<file path="config.mk">
export PLATFORM = sky130hd
export DESIGN_NAME = rv32_data_mem_controller_flat
export DESIGN_NICKNAME = d
export VERILOG_FILES = /design/src/rtl/rv32_data_mem_controller_if.sv /design/src/rtl/rv32_data_mem_controller.sv /design/src/flat_wrapper.sv
export SDC_FILE = /design/constraint.sdc
export NUM_CORES = 1
export LEC_CHECK = 0
export BUFFER_PORTS_ARGS = -buffer_cell sky130_fd_sc_hd__buf_2
export CAP_MARGIN = 20
export CORE_MARGIN = 10
export CORE_UTILIZATION = 50
export DETAILED_ROUTE_END_ITERATION = 10
export HOLD_SLACK_MARGIN = 0.15
export PLACE_DENSITY = 0.81
export SETUP_SLACK_MARGIN = 0.15
export SYNTH_ARGS = -nofsm -noshare
export SYNTH_HDL_FRONTEND = slang
export SYNTH_SLANG_ARGS = --single-unit
</file>
<file path="constraint.sdc">
create_clock -name clk -period 4.6 [get_ports clk]
set_clock_uncertainty 0.2 [all_clocks]
set_input_delay 1.15 -clock clk [delete_from_list [all_inputs] [get_ports clk]]
set_output_delay 1.15 -clock clk [all_outputs]
set_load 0.01 [all_outputs]
</file>
<file path="src/rtl/rv32_data_mem_controller_if.sv">
// Core-side request/response and SRAM-side signals of the data memory controller.
// slave is the controller's view; master is the core+SRAM (environment) view.
interface rv32_data_mem_controller_if #(
  parameter int AW = 10
);
  logic          core_req;
  logic          core_ready;
  logic [31:0]   core_addr;
  logic          core_wr_ena;
  logic [2:0]    core_access;
  logic [31:0]   core_wr_data;
  logic [31:0]   core_rd_data;
  logic          core_done;
  logic [1:0]    core_exception;
  logic [AW-1:0] ram_addr;
  logic          ram_wr_ena;
  logic [31:0]   ram_wr_data;
  logic [31:0]   ram_rd_data;

  modport slave (
    input  core_req, core_addr, core_wr_ena, core_access, core_wr_data, ram_rd_data,
    output core_ready, core_rd_data, core_done, core_exception,
           ram_addr, ram_wr_ena, ram_wr_data
  );

  modport master (
    output core_req, core_addr, core_wr_ena, core_access, core_wr_data, ram_rd_data,
    input  core_ready, core_rd_data, core_done, core_exception,
           ram_addr, ram_wr_ena, ram_wr_data
  );
endinterface

</file>
<file path="src/rtl/rv32_data_mem_controller.sv">
// RV32 data memory controller: one load/store at a time on a 1-cycle synchronous SRAM, RMW for sub-word stores.
// Latency load +3, word store +2, byte/half store +4, exception +1; ena=0 freezes. Optional counters: DATA_MEM_CTRL_STATS_EN.
module rv32_data_mem_controller #(
  parameter logic [3:0] BANK        = 4'h1,
  parameter int         DEPTH_WORDS = 1024,
  parameter int         AW          = $clog2(DEPTH_WORDS)
) (
  input  logic clk,
  input  logic rst,
  input  logic ena,
  rv32_data_mem_controller_if.slave bus
`ifdef DATA_MEM_CTRL_STATS_EN
  ,
  output logic [31:0] stat_loads,
  output logic [31:0] stat_stores,
  output logic [31:0] stat_exceptions
`endif
);

  typedef enum logic [2:0] {S_IDLE, S_READ, S_WAIT, S_WRITE, S_DONE} state_t;

  localparam logic [2:0] A_BYTE   = 3'd0;
  localparam logic [2:0] A_HALF   = 3'd1;
  localparam logic [2:0] A_WORD   = 3'd2;
  localparam logic [2:0] A_BYTE_U = 3'd4;
  localparam logic [2:0] A_HALF_U = 3'd5;

  state_t        r_state, w_next;
  logic [AW+1:0] r_addr;
  logic          r_wr;
  logic [2:0]    r_access;
  logic [31:0]   r_wdata;
  logic [31:0]   r_rdata;
  logic [1:0]    r_exc;

  logic          w_misal, w_oor;
  logic [31:0]   w_lane, w_load, w_merge;
  logic          w_unused_addr;

  // With a power-of-two depth the word index always fits, so only the bank nibble can be out of range.
  assign w_oor         = bus.core_addr[31:28] != BANK;
  assign w_unused_addr = &{1'b0, bus.core_addr[27:AW+2]};

  always_comb begin
    w_misal = 1'b0;
    case (bus.core_access)
      A_BYTE, A_BYTE_U: w_misal = 1'b0;
      A_HALF, A_HALF_U: w_misal = bus.core_addr[0];
      A_WORD:           w_misal = |bus.core_addr[1:0];
      default:          w_misal = 1'b1;
    endcase
  end

  always_comb begin
    w_next = r_state;
    case (r_state)
      S_IDLE: begin
        if (bus.core_req) begin
          if (w_misal || w_oor)                               w_next = S_DONE;
          else if (bus.core_wr_ena && bus.core_access == A_WORD) w_next = S_WRITE;
          else                                                w_next = S_READ;
        end
      end
      S_READ:  w_next = S_WAIT;
      S_WAIT:  w_next = r_wr ? S_WRITE : S_DONE;
      S_WRITE: w_next = S_DONE;
      S_DONE:  w_next = S_IDLE;
      default: w_next = S_IDLE;
    endcase
  end

  always_ff @(posedge clk) begin
    if (rst) begin
      r_state  <= S_IDLE;
      r_addr   <= '0;
      r_wr     <= 1'b0;
      r_access <= '0;
      r_wdata  <= '0;
      r_rdata  <= '0;
      r_exc    <= '0;
    end else if (ena) begin
      r_state <= w_next;
      if (r_state == S_IDLE && bus.core_req) begin
        r_addr   <= bus.core_addr[AW+1:0];
        r_wr     <= bus.core_wr_ena;
        r_access <= bus.core_access;
        r_wdata  <= bus.core_wr_data;
        r_exc    <= {w_oor, w_misal};
      end
      if (r_state == S_WAIT) r_rdata <= bus.ram_rd_data;
    end
  end

  // Stores ignore the unsigned flag, so only access[1:0] selects the lane width.
  always_comb begin
    w_merge = r_rdata;
    case (r_access[1:0])
      2'd0:    w_merge[{r_addr[1:0], 3'b000} +: 8] = r_wdata[7:0];
      2'd1:    w_merge[{r_addr[1], 4'b0000} +: 16] = r_wdata[15:0];
      default: w_merge = r_wdata;
    endcase
  end

  assign w_lane = r_rdata >> {r_addr[1:0], 3'b000};

  always_comb begin
    case (r_access)
      A_BYTE:   w_load = {{24{w_lane[7]}}, w_lane[7:0]};
      A_BYTE_U: w_load = {24'd0, w_lane[7:0]};
      A_HALF:   w_load = {{16{w_lane[15]}}, w_lane[15:0]};
      A_HALF_U: w_load = {16'd0, w_lane[15:0]};
      default:  w_load = r_rdata;
    endcase
  end

  assign bus.core_ready     = r_state == S_IDLE;
  assign bus.core_done      = (r_state == S_DONE) && ena && !rst;
  assign bus.core_exception = (r_state == S_DONE) ? r_exc : 2'b00;
  assign bus.core_rd_data   = (r_state == S_DONE && !r_wr && r_exc == 2'b00) ? w_load : 32'd0;
  assign bus.ram_addr       = r_addr[AW+1:2];
  assign bus.ram_wr_ena     = (r_state == S_WRITE) && ena && !rst;
  assign bus.ram_wr_data    = (r_state == S_WRITE) ? w_merge : 32'd0;

`ifdef DATA_MEM_CTRL_STATS_EN
  logic [31:0] r_stat_loads, r_stat_stores, r_stat_exceptions;

  always_ff @(posedge clk) begin
    if (rst) begin
      r_stat_loads      <= '0;
      r_stat_stores     <= '0;
      r_stat_exceptions <= '0;
    end else if (ena && r_state == S_DONE) begin
      if (|r_exc)    r_stat_exceptions <= r_stat_exceptions + 32'd1;
      else if (r_wr) r_stat_stores     <= r_stat_stores + 32'd1;
      else           r_stat_loads      <= r_stat_loads + 32'd1;
    end
  end

  assign stat_loads      = r_stat_loads;
  assign stat_stores     = r_stat_stores;
  assign stat_exceptions = r_stat_exceptions;
`endif

endmodule

</file>
<file path="src/flat_wrapper.sv">
// flat-port wrapper written by rule: the top's interface ports become plain ports
module rv32_data_mem_controller_flat 
#(
  parameter logic [3:0] BANK        = 4'h1,
  parameter int         DEPTH_WORDS = 1024,
  parameter int         AW          = $clog2(DEPTH_WORDS)
)
  (clk, rst, ena, bus_core_req, bus_core_addr, bus_core_wr_ena, bus_core_access, bus_core_wr_data, bus_ram_rd_data, bus_core_ready, bus_core_rd_data, bus_core_done, bus_core_exception, bus_ram_addr, bus_ram_wr_ena, bus_ram_wr_data);
  rv32_data_mem_controller_if #(.AW(AW)) bus_i ();
  input  logic clk;
  input  logic rst;
  input  logic ena;
  input wire logic [$bits(bus_i.core_req)-1:0] bus_core_req;
  input wire logic [$bits(bus_i.core_addr)-1:0] bus_core_addr;
  input wire logic [$bits(bus_i.core_wr_ena)-1:0] bus_core_wr_ena;
  input wire logic [$bits(bus_i.core_access)-1:0] bus_core_access;
  input wire logic [$bits(bus_i.core_wr_data)-1:0] bus_core_wr_data;
  input wire logic [$bits(bus_i.ram_rd_data)-1:0] bus_ram_rd_data;
  output wire logic [$bits(bus_i.core_ready)-1:0] bus_core_ready;
  output wire logic [$bits(bus_i.core_rd_data)-1:0] bus_core_rd_data;
  output wire logic [$bits(bus_i.core_done)-1:0] bus_core_done;
  output wire logic [$bits(bus_i.core_exception)-1:0] bus_core_exception;
  output wire logic [$bits(bus_i.ram_addr)-1:0] bus_ram_addr;
  output wire logic [$bits(bus_i.ram_wr_ena)-1:0] bus_ram_wr_ena;
  output wire logic [$bits(bus_i.ram_wr_data)-1:0] bus_ram_wr_data;
  assign bus_i.core_req = bus_core_req;
  assign bus_i.core_addr = bus_core_addr;
  assign bus_i.core_wr_ena = bus_core_wr_ena;
  assign bus_i.core_access = bus_core_access;
  assign bus_i.core_wr_data = bus_core_wr_data;
  assign bus_i.ram_rd_data = bus_ram_rd_data;
  assign bus_core_ready = bus_i.core_ready;
  assign bus_core_rd_data = bus_i.core_rd_data;
  assign bus_core_done = bus_i.core_done;
  assign bus_core_exception = bus_i.core_exception;
  assign bus_ram_addr = bus_i.ram_addr;
  assign bus_ram_wr_ena = bus_i.ram_wr_ena;
  assign bus_ram_wr_data = bus_i.ram_wr_data;
  rv32_data_mem_controller #(.BANK(BANK), .DEPTH_WORDS(DEPTH_WORDS), .AW(AW)) u_core (.clk(clk), .rst(rst), .ena(ena), .bus(bus_i));
endmodule
</file>
==> impl_summary.txt <==
----------------------------------------------------
[Clock tree]
  TritonCTS clock tree ... done
  Maximum clock path buffer count ... 2
  Root Buffer Master ... clkbuf_8
  CTS H-tree depth ... 3
  Clock insertion delay at the later pin of the skew report ... 0.37 ns
  Number of buffers added to fix hold violations after cts ... 0
  Post-CTS repair timing setup buffer count ... 0
  Number of buffers added by the clock tree synthesis step ... 9
  Clk slew on worst S/H paths ... 0.09 ns
  Clock sinks ... 85

[Timing]
  Actual slew at the worst max-slew pin ... 1.080 ns
  Shortest clock period the worst path allows after layout ... 4.289 ns
  Peak Freq ... 233.1 MHz
  Tightest slew margin relative to the limit ... 27.98%
  Max Slew Vio Count ... 0
  Summed negative setup slack over all endpoints ... 0 ns
  RSZ-0062 raised after global routing ... false
  Final Cycle Share ... 93.24%
  Final hold violation count ... 0
  Count of endpoints failing setup in the final report ... 0

[Detailed routing]
  Number of detailed-route iterations in the first pass ... 6
  DRC violation total after the first TritonRoute iteration ... 630
  Post-detailed-route via-to-cell ratio ... 5.855
  DRC violation count after routing ... 0
  Total number of vias ... 5498
  Detail Route Antenna Nets ... 0
  Average wire per standard cell ... 18.42 um
  Total Wirelength ... 17.30 mm

[Final layout]
  Reg area ... 1702 sq um
  Share of final-layout standard cells stronger than drive strength 1 ... 25.93%
  Growth of design area from synthesis to finish ... 20.13%
  Area used by multi-input combinational logic ... 2922 sq um
  Non-filler instance count after layout ... 939
  Number of filler instances in the final layout ... 932
  Design Area, Final ... 5982 sq um
  Layout Utilization ... 61.48%
  Net total in the final layout ... 910
  Antenna diode count ... 0

[Placed design]
  Instance count after placement with tap cells included ... 923
  # port buffers ... 166
  Routability congestion estimate from global placement ... 0.9726
  Dpl cell area ... 5778 sq um
  HPWL reported at the end of detailed placement ... 12.95 mm

[Floorplan]
  I/O Pins ... 183
  Std-Cell Rows ... 36
  Die area ... 14350 sq um
  Vertical die dimension ... 119.8 um
  Die width ... 119.8 um
  Initial Util ... 51.18%
  Core region area ... 9729 sq um

[Logic synthesis]
  Cells after synthesis ... 678
  Net count after synthesis ... 787
  Total standard cell area after synthesis ... 4980 sq um
  Netlist cell types ... 43
  Sequential element share of the synthesized area ... 34.17%
  Count of flip-flops with a built-in enable after synthesis ... 0
  Top FF cell, synth ... dfxtp_1
  Fraction of synthesis flops using an asynchronous set or reset pin ... 0%
  Register bit count reported by yosys ... 85
  Average instance area after synthesis ... 7.345 sq um
  YS warnings ... 0

[Setup path]
  Type of element capturing the critical path ... primary output
  Register-to-Register Setup Slack ... 2.40 ns
  Crit start category ... flip-flop
  Arrival time at the worst endpoint ... 2.94 ns
  Kind of critical path ... reg -> out
  CP Max Fanout ... 11
  Data required time at the worst endpoint ... 3.25 ns

[GRT]
  Overall fraction of global-route tracks in use ... 23.16%
  Overflow left after global routing ... 0
  Number of antenna violations at the first check in global routing ... 0
  Via count of the first global-routing pass ... 5314
  Global-route wire length before repair ... 27.39 mm
  Maximum number of pins on one net before global-route repair ... 86

[Worst hold path]
  Min-delay worst type ... reg -> reg

[Run status]
  Outcome ... finished clean

[Pwr]
  Worst VDD drop ... 0.0001573 V
  Areal power density over the cells ... 252.0 nW/um^2
  Pleak ... 2.273 nW

[Job]
  Max-capacitance violation count ... 0

----------------------------------------------------
logic make-up (layout without fill, tap and decap cells):
family                   after synthesis  count (layout)  share of synthesized area [%]
multiplexers                          26              26                          5.226
AND/OR/NAND/NOR                      278             278                          23.79
AO/OA/AOI/OAI                        201             201                          28.07
adder cells (fa/ha/maj)                5               5                          1.256
flip-flops                            85              85                          34.17
buffers and inverters                 83             211                          7.487
repair_timing:
item	CTS	global route
endpoints found under the setup margin	0	23
resized for setup	0	3
endpoints found under the hold margin	0	0
sequential cells by signal, indices dropped and copies added (netlist names):
name	count
u_core.r_wr	1
u_core.r_exc	2
u_core.r_wdata	32
u_core.r_rdata	32
u_core.r_state	3
u_core.r_access	3
u_core.r_addr	12
synth_stat cells (2+ instances only):
| cell type | number | area, sq um |
|---|---|---|
| nand2_1 | 191 | 716.9 |
| a21oi_1 | 107 | 535.5 |
| dfxtp_1 | 85 | 1702 |
| clkbuf_1 | 47 | 176.4 |
| nor2_1 | 33 | 123.9 |
| mux2i_1 | 26 | 260.3 |
| a221oi_1 | 24 | 210.2 |
| o2bb2ai_1 | 20 | 175.2 |
| inv_1 | 13 | 48.80 |
| buf_4 | 11 | 82.58 |
| nand3_1 | 11 | 55.05 |
| nor3_1 | 10 | 50.05 |
| o2bb2ai_2 | 10 | 150.1 |
| a211o_1 | 8 | 70.07 |
| a222oi_1 | 8 | 80.08 |
| a22o_1 | 8 | 70.07 |
| a22oi_1 | 7 | 52.55 |
| ha_1 | 5 | 62.56 |
| nand3b_1 | 5 | 37.54 |
| or3_1 | 5 | 31.28 |
| and3_1 | 4 | 25.02 |
| buf_1 | 4 | 15.01 |
| buf_2 | 4 | 20.02 |
| nand2b_1 | 3 | 18.77 |
| nor2b_1 | 3 | 18.77 |
| o21ai_1 | 3 | 15.01 |
| a211oi_1 | 2 | 15.01 |
| buf_6 | 2 | 22.52 |
| clkinv_1 | 2 | 7.510 |
| o21ai_0 | 2 | 10.01 |
| or2_2 | 2 | 12.51 |
| or4_1 | 2 | 15.01 |
critical path: stages (launching register included):
cell and delay (ns):
dfxtp_1 0.34, clkinv_1 0.30, ha_1 0.47, nor4bb_2 0.49, buf_4 0.23, a221oi_1 0.07, a211o_1 0.36, a21oi_1 0.15
buf_2 0.15
where the power goes:
part | internal (W) | leakage (nW) | switching, W
registers | 0.000757 | 0.690 | 0.0000241
clock network | 0.000264 | 0.0964 | 0.000271
logic | 0.0000742 | 1.49 | 0.000117
routing by layer:
layer  global-route usage, %  part of all wire, %  vias to the layer above  routed length [um]
met2                   35.52                   45                      295                7748
li1                        -                    -                     2631                   -
met3                   7.314                   11                       46                1868
met4                   11.01                  3.5                        0                 597
met5                       0                    0                        -                   0
met1                   28.93                   41                     2526                7087
layout by cell type (no fill, tap or decap), drive strengths merged, types with 4 or more instances in the layout:
cell     count
a21oi      107
nand3b       5
nor3        10
nor2        33
a221oi      24
a222oi       8
nand3       11
clkinv       4
ha           5
inv         13
dfxtp       85
a22oi        7
clkbuf      12
or3          5
and3         4
o2bb2ai     30
a22o         8
a211o        8
mux2i       26
o21ai        5
nand2      191
buf        180
worst paths after layout:
path,to,startpoint,cells past startpoint
setup reg to reg,u_core.r_exc[1],u_core.r_state[1],5
hold reg to reg,u_core.r_addr[9],u_core.r_addr[9],2
setup / recovery,bus_ram_wr_data[29],u_core.r_addr[0],8
hold / removal,u_core.r_addr[9],u_core.r_addr[9],2
layout make-up:
| class | count | area share (%) |
|---|---|---|
| clock buffers | 12 | 2.426 |
| clock inverters | 4 | 0.7948 |
| inverters | 15 | 0.9412 |
| multi-input cells | 510 | 48.84 |
| flip-flops and latches | 85 | 28.45 |
| well taps | 133 | 2.782 |
| repair buffers | 180 | 15.77 |
stage by stage:
stage	total power, W	hold WS [ns]	worst slack (ns)
floorplan	0.0009143	0.2364	0.3751
global placement	0.0009765	0.2389	0.7312
detailed placement	0.0009837	0.2465	0.6339
CTS	0.001507	0.2584	0.2211
global route	0.001572	0.2792	0.1304
finish	0.001507	0.2574	0.3107
(Power assumes the default switching activity.)
